**config.mk**
```make
export PLATFORM = sky130hd
export DESIGN_NAME = sdram_init_seq
export DESIGN_NICKNAME = d
export VERILOG_FILES = /design/src/rtl/sdram_pkg.sv /design/src/rtl/sdram_init_timer.sv /design/src/rtl/sdram_init_seq.sv
export SDC_FILE = /design/constraint.sdc
export NUM_CORES = 1
export LEC_CHECK = 0
export ABC_AREA = 1
export CORE_MARGIN = 1.5
export CORE_UTILIZATION = 54
export CTS_BUF_LIST = sky130_fd_sc_hd__clkbuf_8
export DETAILED_ROUTE_END_ITERATION = 8
export PLACE_DENSITY_LB_ADDON = 0.2
export SLEW_MARGIN = 5
export SYNTH_ARGS = -nofsm -noshare
export SYNTH_HDL_FRONTEND = slang
export SYNTH_SLANG_ARGS = --single-unit
```
**constraint.sdc**
```tcl
create_clock -name clk -period 1.55 [get_ports clk]
set_input_delay 0.155 -clock clk [delete_from_list [all_inputs] [get_ports clk]]
set_output_delay 0.155 -clock clk [all_outputs]
set_load 0.01 [all_outputs]
```
**src/rtl/sdram_pkg.sv**
```systemverilog
// Shared SDRAM definitions: command encodings, mode-register bit positions
// and the init sequencer state type.
package sdram_pkg;

    localparam int unsigned CMD_W = 4;

    // {cs_n, ras_n, cas_n, we_n}
    localparam logic [CMD_W-1:0] CMD_LMR  = 4'b0000;
    localparam logic [CMD_W-1:0] CMD_AREF = 4'b0001;
    localparam logic [CMD_W-1:0] CMD_PRE  = 4'b0010;
    localparam logic [CMD_W-1:0] CMD_DESL = 4'b1111;

    localparam int unsigned MR_BL_LSB   = 0;
    localparam int unsigned MR_BT_BIT   = 3;
    localparam int unsigned MR_CL_LSB   = 4;
    localparam int unsigned MR_WBM_BIT  = 9;
    localparam int unsigned MR_W        = 10;
    localparam int unsigned PRE_ALL_BIT = 10;

    typedef enum logic [2:0] {
        S_IDLE,
        S_WAIT,
        S_PRE,
        S_AREF,
        S_LMR,
        S_EMR,
        S_NEXT_RANK,
        S_DONE
    } init_seq_state_t;

    // Low mode-register field; reserved bits [8:7] stay zero.
    function automatic logic [MR_W-1:0] mode_bits(
        input logic [2:0] burst_length,
        input logic       burst_type,
        input logic [2:0] cas_latency,
        input logic       burst_mode
    );
        logic [MR_W-1:0] m;
        m = '0;
        m[MR_BL_LSB +: 3] = burst_length;
        m[MR_BT_BIT]      = burst_type;
        m[MR_CL_LSB +: 3] = cas_latency;
        m[MR_WBM_BIT]     = burst_mode;
        return m;
    endfunction

endpackage

```
**src/rtl/sdram_init_timer.sv**
```systemverilog
// Loadable down-counter that stops at zero; expired_c flags a zero count.
module sdram_init_timer #(
    parameter int unsigned W = 8
) (
    input  logic         clk,
    input  logic         rst,
    input  logic         load,
    input  logic [W-1:0] load_val,
    input  logic         en,
    output logic         expired_c
);

    logic [W-1:0] count;

    always_ff @(posedge clk or posedge rst) begin
        if (rst) begin
            count <= '0;
        end else if (load) begin
            count <= load_val;
        end else if (en && count != '0) begin
            count <= count - W'(1);
        end
    end

    assign expired_c = (count == '0);

endmodule

```
**src/rtl/sdram_init_seq.sv**
```systemverilog
// SDRAM power-up / re-init command sequencer with valid/ready handshake.
// Define SDRAM_EMRS_EN to add the extended mode register (EMR) step per rank.
module sdram_init_seq
    import sdram_pkg::*;
#(
    parameter int unsigned CLK_FREQ = 50,
    parameter int unsigned AW       = 12,
    parameter int unsigned BAW      = 2,
    parameter int unsigned NUM_RANK = 1,
    parameter int unsigned INIT_US  = 100,
    parameter int unsigned NUM_AREF = 2
) (
    input  logic                clk,
    input  logic                rst,
    input  logic [2:0]          cfg_burst_length,
    input  logic                cfg_burst_type,
    input  logic [2:0]          cfg_cas_latency,
    input  logic                cfg_burst_mode,
`ifdef SDRAM_EMRS_EN
    input  logic [AW-1:0]       cfg_ext_mode,
`endif
    input  logic                init_start,
    output logic                init_valid,
    output logic [CMD_W-1:0]    init_cmd,
    output logic [AW-1:0]       init_addr,
    output logic [BAW-1:0]      init_ba,
    output logic [NUM_RANK-1:0] init_cs,
    input  logic                cmd_ready,
    input  logic                cmd_done,
    output logic                init_busy,
    output logic                init_done
);

    localparam int unsigned WAIT_CYC = INIT_US * CLK_FREQ;
    localparam int unsigned TW       = $clog2(WAIT_CYC + 1);
    localparam int unsigned ACW      = $clog2(NUM_AREF + 1);
    localparam int unsigned RW       = (NUM_RANK > 1) ? $clog2(NUM_RANK) : 1;

    init_seq_state_t     state, state_nx;
    logic                valid_nx, busy_nx, done_nx;
    logic [CMD_W-1:0]    cmd_nx;
    logic [AW-1:0]       addr_nx;
    logic [BAW-1:0]      ba_nx;
    logic [NUM_RANK-1:0] cs_nx;
    logic                accepted, accepted_nx;
    logic [ACW-1:0]      aref_cnt, aref_nx;
    logic [RW-1:0]       rank, rank_nx;
    logic                issue, accept, fin;
    logic                tmr_expired;

    sdram_init_timer #(.W(TW)) u_timer (
        .clk       (clk),
        .rst       (rst),
        .load      (state == S_IDLE),
        .load_val  (TW'(WAIT_CYC - 1)),
        .en        (state == S_WAIT),
        .expired_c (tmr_expired)
    );

    always_ff @(posedge clk or posedge rst) begin
        if (rst) begin
            state      <= S_IDLE;
            init_valid <= 1'b0;
            init_cmd   <= CMD_DESL;
            init_addr  <= '0;
            init_ba    <= '0;
            init_cs    <= '0;
            init_busy  <= 1'b0;
            init_done  <= 1'b0;
            accepted   <= 1'b0;
            aref_cnt   <= '0;
            rank       <= '0;
        end else begin
            state      <= state_nx;
            init_valid <= valid_nx;
            init_cmd   <= cmd_nx;
            init_addr  <= addr_nx;
            init_ba    <= ba_nx;
            init_cs    <= cs_nx;
            init_busy  <= busy_nx;
            init_done  <= done_nx;
            accepted   <= accepted_nx;
            aref_cnt   <= aref_nx;
            rank       <= rank_nx;
        end
    end

    always_comb begin
        state_nx    = state;
        valid_nx    = init_valid;
        cmd_nx      = init_cmd;
        addr_nx     = init_addr;
        ba_nx       = init_ba;
        cs_nx       = init_cs;
        busy_nx     = init_busy;
        done_nx     = init_done;
        accepted_nx = accepted;
        aref_nx     = aref_cnt;
        rank_nx     = rank;
        issue       = 1'b0;

        accept = init_valid & cmd_ready;
        // A done pulse only completes a command already accepted (or accepted now).
        fin    = (accept | accepted) & cmd_done;

        if (accept) begin
            valid_nx    = 1'b0;
            accepted_nx = 1'b1;
        end

        unique case (state)
            S_IDLE: begin
                busy_nx  = 1'b1;
                state_nx = S_WAIT;
            end
            S_WAIT: begin
                if (tmr_expired) begin
                    state_nx = S_PRE;
                    issue    = 1'b1;
                end
            end
            S_PRE: begin
                if (fin) begin
                    state_nx = S_AREF;
                    aref_nx  = '0;
                    issue    = 1'b1;
                end
            end
            S_AREF: begin
                if (fin) begin
                    issue = 1'b1;
                    if (aref_cnt == ACW'(NUM_AREF - 1)) begin
                        aref_nx  = '0;
                        state_nx = S_LMR;
                    end else begin
                        aref_nx = aref_cnt + ACW'(1);
                    end
                end
            end
            S_LMR: begin
                if (fin) begin
`ifdef SDRAM_EMRS_EN
                    state_nx = S_EMR;
                    issue    = 1'b1;
`else
                    state_nx = S_NEXT_RANK;
`endif
                end
            end
`ifdef SDRAM_EMRS_EN
            S_EMR: begin
                if (fin) state_nx = S_NEXT_RANK;
            end
`endif
            S_NEXT_RANK: begin
                if (rank == RW'(NUM_RANK - 1)) begin
                    state_nx = S_DONE;
                    busy_nx  = 1'b0;
                    done_nx  = 1'b1;
                end else begin
                    rank_nx  = rank + RW'(1);
                    state_nx = S_PRE;
                    issue    = 1'b1;
                end
            end
            S_DONE: begin
                if (init_start) begin
                    busy_nx  = 1'b1;
                    done_nx  = 1'b0;
                    rank_nx  = '0;
                    state_nx = S_PRE;
                    issue    = 1'b1;
                end
            end
            default: state_nx = S_IDLE;
        endcase

        if (state_nx == S_NEXT_RANK) begin
            valid_nx = 1'b0;
            cmd_nx   = CMD_DESL;
            cs_nx    = '0;
        end

        // Launch the command of the state being entered; fields then hold until accept.
        if (issue) begin
            valid_nx    = 1'b1;
            accepted_nx = 1'b0;
            addr_nx     = '0;
            ba_nx       = '0;
            cs_nx       = NUM_RANK'(1) << rank_nx;
            unique case (state_nx)
                S_PRE: begin
                    cmd_nx               = CMD_PRE;
                    addr_nx[PRE_ALL_BIT] = 1'b1;
                end
                S_AREF: cmd_nx = CMD_AREF;
                S_LMR: begin
                    cmd_nx  = CMD_LMR;
                    addr_nx = AW'(mode_bits(cfg_burst_length, cfg_burst_type,
                                            cfg_cas_latency, cfg_burst_mode));
                end
`ifdef SDRAM_EMRS_EN
                S_EMR: begin
                    cmd_nx  = CMD_LMR;
                    ba_nx   = BAW'(2'b10);
                    addr_nx = cfg_ext_mode;
                end
`endif
                default: cmd_nx = CMD_DESL;
            endcase
        end
    end

endmodule

```
==> results.md <==
* Status: finished, final reports clean
* Main combinational cell family by area after synthesis: simple AND/OR/NAND/NOR gates
* Synth Area in Simple Gates at 34.8%
* First drt pass iteration count at 4
* Seq pwr share at 35.7%
* Total power per unit cell area at 1770 nW/um^2
* WP data arrival at 1360 ps
* Grt ovf at 0
* Clock Skew at 3.20 ps
* Starting Density at 57.7%
* Max-slew violations at 0
* Initial detailed-routing violation count at 86
* Average size of a mapped cell at 8.10 sq um
* Worst path top cell family by delay: flip-flops
* Combinational power share at 46.0%
* Buffers added on ports at 29
* GR peak layer: met2
* CP Capture Type: output port
* Final layout net count at 310
* Clock slew seen by the registers of the worst setup and hold paths at 70 ps
* DR vias at 1685
* Sequential share of the synthesized area at 45.9%
* Sw Pwr at 1710 uW
* Hold/Removal Path Class: primary input to asynchronous set/reset pin
* H-Tree Depth at 2
* CTS Buffer Depth at 2
* R2r setup slk at 60 ps
* Fraction of layout instances using a drive strength above 1 at 22.6%
* Fin crit share at 97.5%
* Library cells used by synthesis at 32
* Xor-xnor portion of the synthesized cell area at 2.22%
* Synth Cell Area at 1970 sq um
* Worst Path Buf+Inv at 1
* Grt met1 use at 30.1%
* N_diodes at 0
* Reg2reg path depth at 8
* Gate Count Post-Synth at 243
* First-pass GRT wire length at 7200 um
* Final setup viols at 0
* Routed vias/inst at 4.93
* GP Congestion at 0.928
* Clock Power Share at 18.3%
* Gr usage total at 23.5%
* Maxcap violations at 0
* Critical-path top delay cell: dfstp_2
* Number of antenna violations at the first check in global routing at 0
* # DRC at 0
* Mux share of post-synthesis cell area at 0%
* Worst R2R Start: u_timer.count[4]
* Setup TNS at 0 ps
* RSZ-0062 raised after global routing: true
* Chip height at 63.4 um
* Chip width at 63.4 um
* Die area at 4020 sq um
* Pleak at 0.00131 uW
* F_max at 0.661 GHz
* Area Overhead vs Synth at 30.5%
* Synth warnings at 0
* Routed Wire Length at 4140 um
* M3 GR Usage at 9.11%
* Vias in the first global route at 1592
* CTS buffer count at 5
* Worst-path cell chain: clkdlybuf4s50_1
* Net Sw Frac at 37.7%
* Pint at 2830 uW
* DP HPWL at 2990 um
* Final Total Pwr at 4540 uW
* IO Count at 35
* Clock tree from TritonCTS: built
* Utilization after layout at 75.2%
* Largest net degree at the start of global routing at 37
* Root Driver: clkbuf_8
* Required @ worst endpoint at 1390 ps
* Slowest cell delay on critical path at 540 ps
* Met2 usage at 36.2%
* Startpoint Class: flop
* Final hold violation count at 0
* #FFs+latches synth at 36
* Compound-Gate Fraction of Synth Area at 6.23%
* Filler cells at 260
* Cts hold-fix bufs at 0
* WL per Instance at 12.1 um
* CP Class: flop to output port
* Fin crit period at 1510 ps
* Core Box Area at 3420 sq um
* Reg2reg end: u_timer.count[4]
* Post-route antenna net violation count at 0
* Synth Area in Adders at 1.27%
* Max VDD drop at 1.00 mV
* Rows at 21
* Clock latency on the worst-skew pair at 300 ps
* Clock Sinks at 36
* CP max FO at 2
power by group through the flow:
stage	combinational [uW]	sequential, uW	clock [uW]
floorplan	1080	1700	0
global placement	1980	1620	0
detailed placement	2040	1620	0
CTS	2060	1610	829
global route	2310	1670	884
finish	2090	1620	830
cells in the mapped netlist (all sizes together):
cell	n	area (sq um)
a21oi	5	25.0
a31o	1	8.76
buf	9	83.8
conb	1	3.75
dfrtp	33	826
dfstp	3	78.8
ha	2	25.0
inv	26	100
nand2	78	305
nand3	20	105
nand3b	2	15.0
nand4	6	43.8
nor2	34	159
nor3	6	57.6
o21ai	11	81.3
o31ai	1	7.51
xnor2	1	8.76
xor2	4	35.0
placed cells by master (no fill, tap or decap), drive strengths merged, types with 2 or more instances in the layout:
cell type,netlist,final
nor3,6,6
dfrtp,33,33
nand3,20,20
clkdlybuf4s50,0,26
nand2,78,78
inv,26,27
a21oi,5,5
dlymetal6s2s,0,3
buf,9,21
o21ai,11,11
nand3b,2,2
dfstp,3,3
ha,2,2
nand4,6,6
clkbuf,0,5
nor2,34,34
xor2,4,4
conb,1,5
flip-flops by register name, summed over array words and instances (netlist names):
signal / flops
init_busy: 1
init_done: 1
state: 3
rank: 1
accepted: 1
init_valid: 1
init_cmd: 3
init_addr: 9
init_cs: 1
aref_cnt: 2
u_timer.count: 13
repair_timing:
action	in CTS	in global routing
setup buffers	0	0
resized for setup	0	17
endpoints found under the setup margin	0	20
kinds of logic after synthesis:
logic type	count (synthesis)
fa+ha+maj	2
xor+xnor	5
flops	36
simple gates	146
other cells	1
buf+inv	35
compound gates	18
layout make-up:
class / count / area, sq um / area share, %
Multi-Input combinational cell: 176 / 930 / 36.2
Clock buffer: 5 / 68.8 / 2.68
Clock inverter: 3 / 38.8 / 1.51
Timing Repair Buffer: 50 / 468 / 18.2
Sequential cell: 36 / 907 / 35.3
Inverter: 26 / 100 / 3.89
Tap cell: 46 / 57.6 / 2.24
per-layer routing:
metal | part of all wire, % | vias to the layer above
met4 | 2.4 | 0
met2 | 47 | 49
met1 | 45 | 761
met5 | 0 | -
li1 | - | 864
met3 | 6.0 | 11
through the flow:
stage / cell area (sq um) / setup slack (ps) / cells / hold slack [ps]
2_1_floorplan: 1980 / 100 / 247 / 272
5_1_grt: 2570 / -12.9 / 342 / 232
3_3_place_gp: 2420 / 23.9 / 334 / 454
4_1_cts: 2530 / 11.8 / 342 / 214
3_5_place_dp: 2420 / -11.8 / 334 / 459
6_report: 2570 / 38.2 / 342 / 195
worst max-delay path by stage:
stage,startpoint,endpoint,slack (ps),cells past startpoint
floorplan,u_timer.count[0],u_timer.count[7],100,10
global placement,cmd_ready,init_cmd[0],20,9
detailed placement,cmd_ready,aref_cnt[1],-10,9
CTS,init_cmd[2],init_cmd[2],10,1
global route,u_timer.count[4],init_addr[10],-10,9
finish,init_cmd[1],init_cmd[1],40,1
Note: power is estimated with default switching activity, not from simulation.
